--- config.mk ---
export PLATFORM = sky130hd
export DESIGN_NAME = out_capture_fifo_flat
export DESIGN_NICKNAME = d
export VERILOG_FILES = /design/src/rtl/out_capture_fifo_if.sv /design/src/rtl/out_capture_fifo.sv /design/src/flat_wrapper.sv
export SDC_FILE = /design/constraint.sdc
export NUM_CORES = 1
export LEC_CHECK = 0
export ABC_AREA = 1
export CAP_MARGIN = 20
export CORE_MARGIN = 2
export CORE_UTILIZATION = 63
export CTS_CLUSTER_SIZE = 40
export DETAILED_ROUTE_END_ITERATION = 8
export GPL_ROUTABILITY_DRIVEN = 0
export GPL_TIMING_DRIVEN = 0
export PLACE_DENSITY = 0.85
export SLEW_MARGIN = 20
export SYNTH_ARGS = -nofsm -noshare
export SYNTH_HDL_FRONTEND = slang
export SYNTH_SLANG_ARGS = --single-unit
export TNS_END_PERCENT = 30
--- constraint.sdc ---
create_clock -name clk -period 5.8 [get_ports clk]
set_clock_uncertainty 0.2 [all_clocks]
set_input_delay 0.87 -clock clk [delete_from_list [all_inputs] [get_ports clk]]
set_output_delay 0.87 -clock clk [all_outputs]
set_load 0.02 [all_outputs]
--- src/rtl/out_capture_fifo_if.sv ---
// out_capture_fifo_if
//   Valid/ready stream carrying captured CPU output words out of the capture FIFO.
//   Ports (signals):
//     m_data  [WIDTH] head-of-FIFO word, meaningful only while m_valid=1
//     m_valid         FIFO holds at least one entry
//     m_ready         consumer accepts the head entry this cycle
//   Modports:
//     master  producer side (the FIFO): drives m_data/m_valid, reads m_ready
//     slave   consumer side: reads m_data/m_valid, drives m_ready
interface out_capture_fifo_if #(
  parameter int WIDTH = 16
);
  logic [WIDTH-1:0] m_data;
  logic             m_valid;
  logic             m_ready;

  modport master (output m_data, output m_valid, input  m_ready);
  modport slave  (input  m_data, input  m_valid, output m_ready);
endinterface

--- src/rtl/out_capture_fifo.sv ---
// out_capture_fifo
//   Watches the CPU 16-bit out port, turns every change of value into one entry of
//   a small first-word-fall-through FIFO, and reports pushes lost to a full FIFO
//   through a sticky overflow flag and a saturating drop counter.
//   Parameters: WIDTH data width, DEPTH entries (power of 2, >= 2), CNT_W drop-counter width.
//   Ports:
//     clk       rising-edge clock
//     reset     asynchronous, active-low reset
//     cpu_out   CPU out port, sampled every cycle
//     cap_en    capture enable (change tracking continues while 0)
//     clr_ovf   synchronous clear of overflow/drop_cnt (a same-cycle drop wins)
//     m_if      master side of the output stream (m_data, m_valid, m_ready)
//     level     occupancy 0..DEPTH
//     overflow  sticky, set on any dropped push
//     drop_cnt  dropped-push count, saturating at all-ones
module out_capture_fifo #(
  parameter int WIDTH = 16,
  parameter int DEPTH = 8,
  parameter int CNT_W = 8
) (
  input  logic                     clk,
  input  logic                     reset,
  input  logic [WIDTH-1:0]         cpu_out,
  input  logic                     cap_en,
  input  logic                     clr_ovf,
  out_capture_fifo_if.master       m_if,
  output logic [$clog2(DEPTH):0]   level,
  output logic                     overflow,
  output logic [CNT_W-1:0]         drop_cnt
);

  localparam int PTR_W = $clog2(DEPTH);
  localparam int LVL_W = PTR_W + 1;

  // Storage is deliberately left out of reset so it can map onto plain RAM.
  logic [WIDTH-1:0] mem_q [DEPTH];

  logic [WIDTH-1:0] prev_q,     prev_d;
  logic [PTR_W-1:0] wr_ptr_q,   wr_ptr_d;
  logic [PTR_W-1:0] rd_ptr_q,   rd_ptr_d;
  logic [LVL_W-1:0] level_q,    level_d;
  logic             overflow_q, overflow_d;
  logic [CNT_W-1:0] drop_cnt_q, drop_cnt_d;

  logic chg, push, pop, full, accept, drop;

  always_comb begin
    chg    = (cpu_out != prev_q);
    push   = cap_en & chg;
    pop    = (level_q != '0) & m_if.m_ready;
    full   = (level_q == LVL_W'(DEPTH));
    // A pop in the same cycle frees the slot the push needs, so full+pop still accepts.
    accept = push & (~full | pop);
    drop   = push & full & ~pop;

    // prev follows cpu_out unconditionally so that re-enabling capture does not
    // report a change that happened while capture was off.
    prev_d     = cpu_out;
    wr_ptr_d   = accept ? wr_ptr_q + 1'b1 : wr_ptr_q;
    rd_ptr_d   = pop    ? rd_ptr_q + 1'b1 : rd_ptr_q;

    level_d = level_q;
    if (accept && !pop)      level_d = level_q + 1'b1;
    else if (!accept && pop) level_d = level_q - 1'b1;

    overflow_d = overflow_q;
    drop_cnt_d = drop_cnt_q;
    if (drop) begin
      overflow_d = 1'b1;
      // The drop outranks a simultaneous clear: the count restarts at one.
      if (clr_ovf)                drop_cnt_d = CNT_W'(1);
      else if (drop_cnt_q != '1)  drop_cnt_d = drop_cnt_q + 1'b1;
    end else if (clr_ovf) begin
      overflow_d = 1'b0;
      drop_cnt_d = '0;
    end
  end

  always_ff @(posedge clk or negedge reset) begin
    if (!reset) begin
      prev_q     <= '0;
      wr_ptr_q   <= '0;
      rd_ptr_q   <= '0;
      level_q    <= '0;
      overflow_q <= 1'b0;
      drop_cnt_q <= '0;
    end else begin
      prev_q     <= prev_d;
      wr_ptr_q   <= wr_ptr_d;
      rd_ptr_q   <= rd_ptr_d;
      level_q    <= level_d;
      overflow_q <= overflow_d;
      drop_cnt_q <= drop_cnt_d;
    end
  end

  // Write port only; gated by accept so a dropped push never corrupts the head.
  always_ff @(posedge clk) begin
    if (reset && accept) mem_q[wr_ptr_q] <= cpu_out;
  end

  // First-word fall-through: the head is read combinationally from rd_ptr, so it
  // holds still while the consumer stalls and only moves after a pop.
  assign m_if.m_data  = mem_q[rd_ptr_q];
  assign m_if.m_valid = (level_q != '0);
  assign level        = level_q;
  assign overflow     = overflow_q;
  assign drop_cnt     = drop_cnt_q;

endmodule

--- src/flat_wrapper.sv ---
// flat-port wrapper written by rule: the top's interface ports become plain ports
module out_capture_fifo_flat 
#(
  parameter int WIDTH = 16,
  parameter int DEPTH = 8,
  parameter int CNT_W = 8
)
  (clk, reset, cpu_out, cap_en, clr_ovf, level, overflow, drop_cnt, m_if_m_data, m_if_m_valid, m_if_m_ready);
  out_capture_fifo_if #(.WIDTH(WIDTH)) m_if_i ();
  input  logic clk;
  input  logic reset;
  input  logic [WIDTH-1:0] cpu_out;
  input  logic cap_en;
  input  logic clr_ovf;
  output logic [$clog2(DEPTH):0] level;
  output logic overflow;
  output logic [CNT_W-1:0] drop_cnt;
  output wire logic [$bits(m_if_i.m_data)-1:0] m_if_m_data;
  output wire logic [$bits(m_if_i.m_valid)-1:0] m_if_m_valid;
  input wire logic [$bits(m_if_i.m_ready)-1:0] m_if_m_ready;
  assign m_if_m_data = m_if_i.m_data;
  assign m_if_m_valid = m_if_i.m_valid;
  assign m_if_i.m_ready = m_if_m_ready;
  out_capture_fifo #(.WIDTH(WIDTH), .DEPTH(DEPTH), .CNT_W(CNT_W)) u_core (.clk(clk), .reset(reset), .cpu_out(cpu_out), .cap_en(cap_en), .clr_ovf(clr_ovf), .m_if(m_if_i), .level(level), .overflow(overflow), .drop_cnt(drop_cnt));
endmodule
# Word level (Yosys, flattened, before mapping)
# Memories as Yosys holds them, arrays and structs flattened.
# Cells that the tools add are included.
# Widths: inputs -> output; s select.
[classes]
addsub = 5
n_eq_ne = 3
muxes = 10
bitwise = 8
reduce_logical = 10
[ops]
columns = ["op", "count"]
rows = [
  ["$mux 8", 4],
  ["$ne 16x16->1", 1],
  ["$add 8x1->8 const B", 1],
  ["$mux 4", 2],
  ["$ne 8x8->1 const B", 1],
  ["$add 3x1->3 const B", 2],
  ["$reduce_bool 2->1", 3],
  ["$and 1x1->1", 5],
  ["$add 4x1->4 const B", 1],
  ["$eq 4x4->1 const B", 1],
  ["$mux 1", 4],
  ["$reduce_bool 4->1", 1],
  ["$sub 4x1->4 const B", 1],
  ["$logic_and 1x1->1", 3],
  ["$logic_not 1->1", 2],
  ["$not 1->1", 2],
  ["$reduce_and 2->1", 1],
  ["$or 1x1->1", 1],
]
[totals]
regBits = 35
mem_bits_rw = 128
input_bits = 21
out_inout_bits = 30
word_cells = 43
memories = 1
[memory_table]
columns = ["name", "depth", "width", "rd", "rd_ports_with_merged_regs", "wr", "line_no", "source"]
rows = [
  ["u_core.mem_q", 8, 16, 1, 0, 1, "out_capture_fifo.sv:36", "logic [WIDTH-1:0] mem_q [DEPTH];"],
]

# Logic depth before layout (Yosys ltp)
[depth]
ltp_word = 8
depth_mapped = 18
mapped_depth_nobuf = 18

# Least setup slack after synthesis
# No wires, ideal clock.
[synth_path]
path_type = "input to register"
from = "in cpu_out[15]"
to = "reg u_core.level_q[3], in the netlist u_core.level[3]"
arrival_ps = 2682
t_required_ps = 5476
path_slack_ps = 2793
stages = 18
n_path_buf = 0
cell_sequence = "nand2_1 inv_1 nor2_1 nor2_1 nand2_1 nor2_1 nand2_1 nand2_1 nor2_4 ha_1 inv_1 ha_1 a21o_1 a21oi_1 nor2_1 nor2_1 nand2_1 xor2_1"
[synth_via]
elab_chain_len = 6
[synth_lines]
columns = ["item", "line_no", "source"]
rows = [
  ["from (decl)", "flat_wrapper.sv:12", "input logic [WIDTH-1:0] cpu_out;"],
  ["$ne 16x16->1 (*)", "out_capture_fifo.sv:48", "chg = (cpu_out != prev_q);"],
  ["$and 1x1->1 (*)", "out_capture_fifo.sv:49", "push = cap_en & chg;"],
  ["$and 1x1->1 (*)", "out_capture_fifo.sv:53", "accept = push & (~full | pop);"],
  ["$logic_not 1->1", "out_capture_fifo.sv:64", "else if (!accept && pop) level_d = level_q - 1'b1;"],
  ["$logic_and 1x1->1", "out_capture_fifo.sv:64", ""],
  ["$reduce_bool 2->1 (no source line)", "n/a", ""],
  ["to (signal assigned)", "out_capture_fifo.sv:91", "level_q <= level_d;"],
  ["to (decl)", "out_capture_fifo.sv:41", "logic [LVL_W-1:0] level_q, level_d;"],
]
# Mark *: on every way between the ends. The rest lies on a longest branch, timed or not.
# A chain may end at the register's enable or synchronous reset.

# Worst setup path in the final report
[layout_path]
from = "reg u_core.rd_ptr_q[0]"
to = "out m_if_m_data[13]"
[layout_via]
elab_chain_len = 1
[layout_lines]
columns = ["item", "line_no", "source"]
rows = [
  ["from (decl)", "out_capture_fifo.sv:40", "logic [PTR_W-1:0] rd_ptr_q, rd_ptr_d;"],
  ["from (signal assigned)", "out_capture_fifo.sv:90", "rd_ptr_q <= rd_ptr_d;"],
  ["$mem_v2 8x16", "n/a", ""],
  ["to (decl)", "flat_wrapper.sv:18", "output wire logic [$bits(m_if_i.m_data)-1:0] m_if_m_data;"],
]
# No other way between the ends.

==> results.sh <==
export IMPL_area_growth_pct=19.8
export IMPL_worst_slew_pin_slew_ps=978
export IMPL_synth_common_cells="147 x nor2_1, 128 x edfxtp_1, 77 x nand2_1"
export IMPL_grt_usage_pct=30.2
export IMPL_instances_no_fill=829
export IMPL_drtIter0Drc=486
export IMPL_routed_wl_mm=16.6
export IMPL_required_ps=4730
export IMPL_firstDrtPassIters=7
export IMPL_antenna_found_initial=0
export IMPL_synth_top_family_by_area="simple AND/OR/NAND/NOR gates"
export IMPL_finalWorstSetupSlack_ps=1720
export IMPL_outcome="completed"
export IMPL_synth_compound_area_share_pct=8.21
export IMPL_synth_top_cell_area_share_pct=56.6
export IMPL_setup_viol=0
export IMPL_vias=4960
export IMPL_clock_latency_ps=550
export IMPL_min_path_type="primary input to asynchronous set/reset pin"
export IMPL_startpoint="u_core.rd_ptr_q[0]"
export IMPL_cts_sinks=163
export IMPL_hpwl_mm=10.6
export IMPL_design_area_mm2=0.00814
export IMPL_synth_area_mm2=0.00680
export IMPL_synthTopCellsByArea="edfxtp_1 57%, dfrtp_1 13%, nor2_1 8.1%, nand2_1 4.3%, o21ai_0 2.7%"
export IMPL_synth_simple_gate_area_share_pct=15.9
export IMPL_grt_max_degree=27
export IMPL_synth_edff_count=128
export IMPL_yosysWarnings=0
export IMPL_cts_root_buf="clkbuf_8"
export IMPL_vias_per_cell=5.98
export IMPL_r2r_start="u_core.prev_q[5]"
export IMPL_criticalPathCategory="flip-flop to primary output"
export IMPL_cts_resized=0
export IMPL_fmax_mhz=245
export IMPL_dieArea_mm2=0.0116
export IMPL_detail_route_wl_per_cell_um=20.0
export IMPL_cp_start_kind="flip-flop"
export IMPL_dp_cells=797
export IMPL_rsz0062_at_grt="no"
export IMPL_hold_viol_final=0
export IMPL_route_detailed_drc=0
export IMPL_leakage_nw=3.14
export IMPL_critPathCaptureType="primary output"
export IMPL_ys_types=34
export IMPL_htree_levels=4
export IMPL_async_reset_ff_share_pct=21.5
export IMPL_clockBufferDepth=2
export IMPL_ys_seq_elements=163
export IMPL_start_util_pct=65.2
export IMPL_drv_slew=0
export IMPL_synth_net_count=632
export IMPL_final_util_pct=78.1
export IMPL_path_max_fanout=10
export IMPL_grt_pass1_vias=4915
export IMPL_postRouteAntennaNets=0
export IMPL_post_place_ws_ps=1580
export IMPL_dpl_cell_area_mm2=0.00758
export IMPL_critPathArrivalTime_ps=3010
export IMPL_globalRouteMet1Util_pct=39.1
export IMPL_clk_pin_slew_ps=60
export IMPL_drv_cap=0
export IMPL_numCtsBuffers=17
export IMPL_ys_flop_type="edfxtp_1"
export IMPL_synth_fa_ha_area_share_pct=1.40
export IMPL_use_met3_pct=7.38
export IMPL_p_total_mw=3.97
export IMPL_synth_xor_area_share_pct=1.03
export IMPL_busiest_layer="met2"
export IMPL_layout_drive_gt1_share_pct=9.38
export IMPL_syn_area_per_cell_um2=11.3
export IMPL_synth_mux_area_share_pct=0.166
export IMPL_regArea_mm2=0.00472
export IMPL_ios=51
export IMPL_period_needed_ps=4080
export IMPL_yosysMostFrequentCell="nor2_1"
export IMPL_post_cts_setup_buffers=0
export IMPL_power_density_mw_per_mm2=488
export IMPL_multiInputGateArea_mm2=0.00183
export IMPL_ir_drop_uv=360
export IMPL_fillers=615
export IMPL_ys_seq_area_share_pct=69.5
export IMPL_period_share_pct=70.3
export IMPL_fp_coreArea_mm2=0.0104
export IMPL_grt_overflow=0
export IMPL_synthCells=604
export IMPL_die_height_um=108
export IMPL_fp_row_count=37
export IMPL_maxSlewHeadroom_pct=34.7
export IMPL_fin_nets=708
export IMPL_yosys_area_top_type="edfxtp_1"
export IMPL_antennaDiodeCount=0
export IMPL_cts_tree="built"
export IMPL_port_buffer_count=50
export IMPL_postCtsHoldBufs=0
export IMPL_grt_pass1_wl_mm=25.2
export IMPL_fin_tns_setup_ps=0
export IMPL_die_w_um=108
export IMPL_whs_ps=58.1
export IMPL_use_met2_pct=48.5
[critical path, cell delays in order (launching register included)]
cell and delay, ps:
dfrtp_1 410, inv_2 60, buf_2 190, buf_1 550, o21ai_1 140, o22ai_1 180
nor2_1 70, a31oi_1 230, clkdlybuf4s50_1 640
[report_power, final]
group / switching, mW / internal [mW] / total [mW] / leakage (nW)
clock: 0.440 / 0.616 / 1.06 / 0.279
sequential: 0.0639 / 1.37 / 1.44 / 1.59
combinational: 0.948 / 0.534 / 1.48 / 1.27
[state kept, by name, indices dropped and copies added, names as in the netlist]
register,cells
u_core.prev_q,16
u_core.wr_ptr_q,3
u_core.level,4
u_core.mem_q,128
u_core.overflow,1
u_core.rd_ptr_q,3
u_core.drop_cnt,8
[cells in the final DEF, fill, tap and decap left out, types with 2 or more instances in the layout]
| master | instances |
|---|---|
| clkbuf_8 | 2 |
| edfxtp_1 | 128 |
| o21ai_0 | 36 |
| clkdlybuf4s50_1 | 49 |
| o21ai_1 | 31 |
| nor2_1 | 139 |
| nand2_1 | 77 |
| inv_2 | 2 |
| buf_1 | 2 |
| clkinv_2 | 3 |
| ha_1 | 6 |
| inv_4 | 2 |
| a21oi_1 | 3 |
| a31oi_1 | 16 |
| inv_1 | 38 |
| nor2_2 | 8 |
| nand3_1 | 20 |
| dfrtp_1 | 35 |
| nand4_4 | 2 |
| clkinv_4 | 2 |
| clkbuf_1 | 16 |
| buf_2 | 11 |
| xor2_1 | 6 |
| buf_8 | 2 |
| clkbuf_16 | 19 |
| o22ai_1 | 16 |
| xnor2_1 | 2 |
| buf_6 | 4 |
| nor3b_1 | 2 |
[final timing paths]
| check | to | slack [ps] | depth (start not counted) |
|---|---|---|---|
| worst max-delay path | m_if_m_data[13] | 1720 | 8 |
| worst min-delay path | u_core.prev_q[0] | 60 | 1 |
| worst max register to register | u_core.level[3] | 2810 | 17 |
| worst min register to register | u_core.overflow | 290 | 2 |
| max in group asynchronous | u_core.prev_q[10] | 4850 | 2 |
| min in group clk | u_core.overflow | 290 | 2 |
[cell type report]
type	instances	share of cell area [%]
sequential	163	58.0
multi-input combinational	376	22.5
timing repair buffer	57	7.26
clock buffer	26	6.41
tap	136	2.09
inverter	41	1.91
buffer	24	1.31
clock inverter	6	0.492
[logic make-up (layout without fill, tap and decap cells)]
logic type               Yosys count  after routing
adder cells (fa/ha/maj)            7              7
XOR/XNOR                           8              8
AND/OR/NAND/NOR                  257            257
buffers and inverters             65            154
multiplexers                       1              1
AO/OA/AOI/OAI                    103            103
flip-flops                       163            163
[metal layers]
metal	part of all wire [%]	up-vias
met1	36	2319
li1	-	2239
met2	50	343
met3	10	59
met4	3.6	0
met5	0	-
Power figures use the tool's default switching activity.
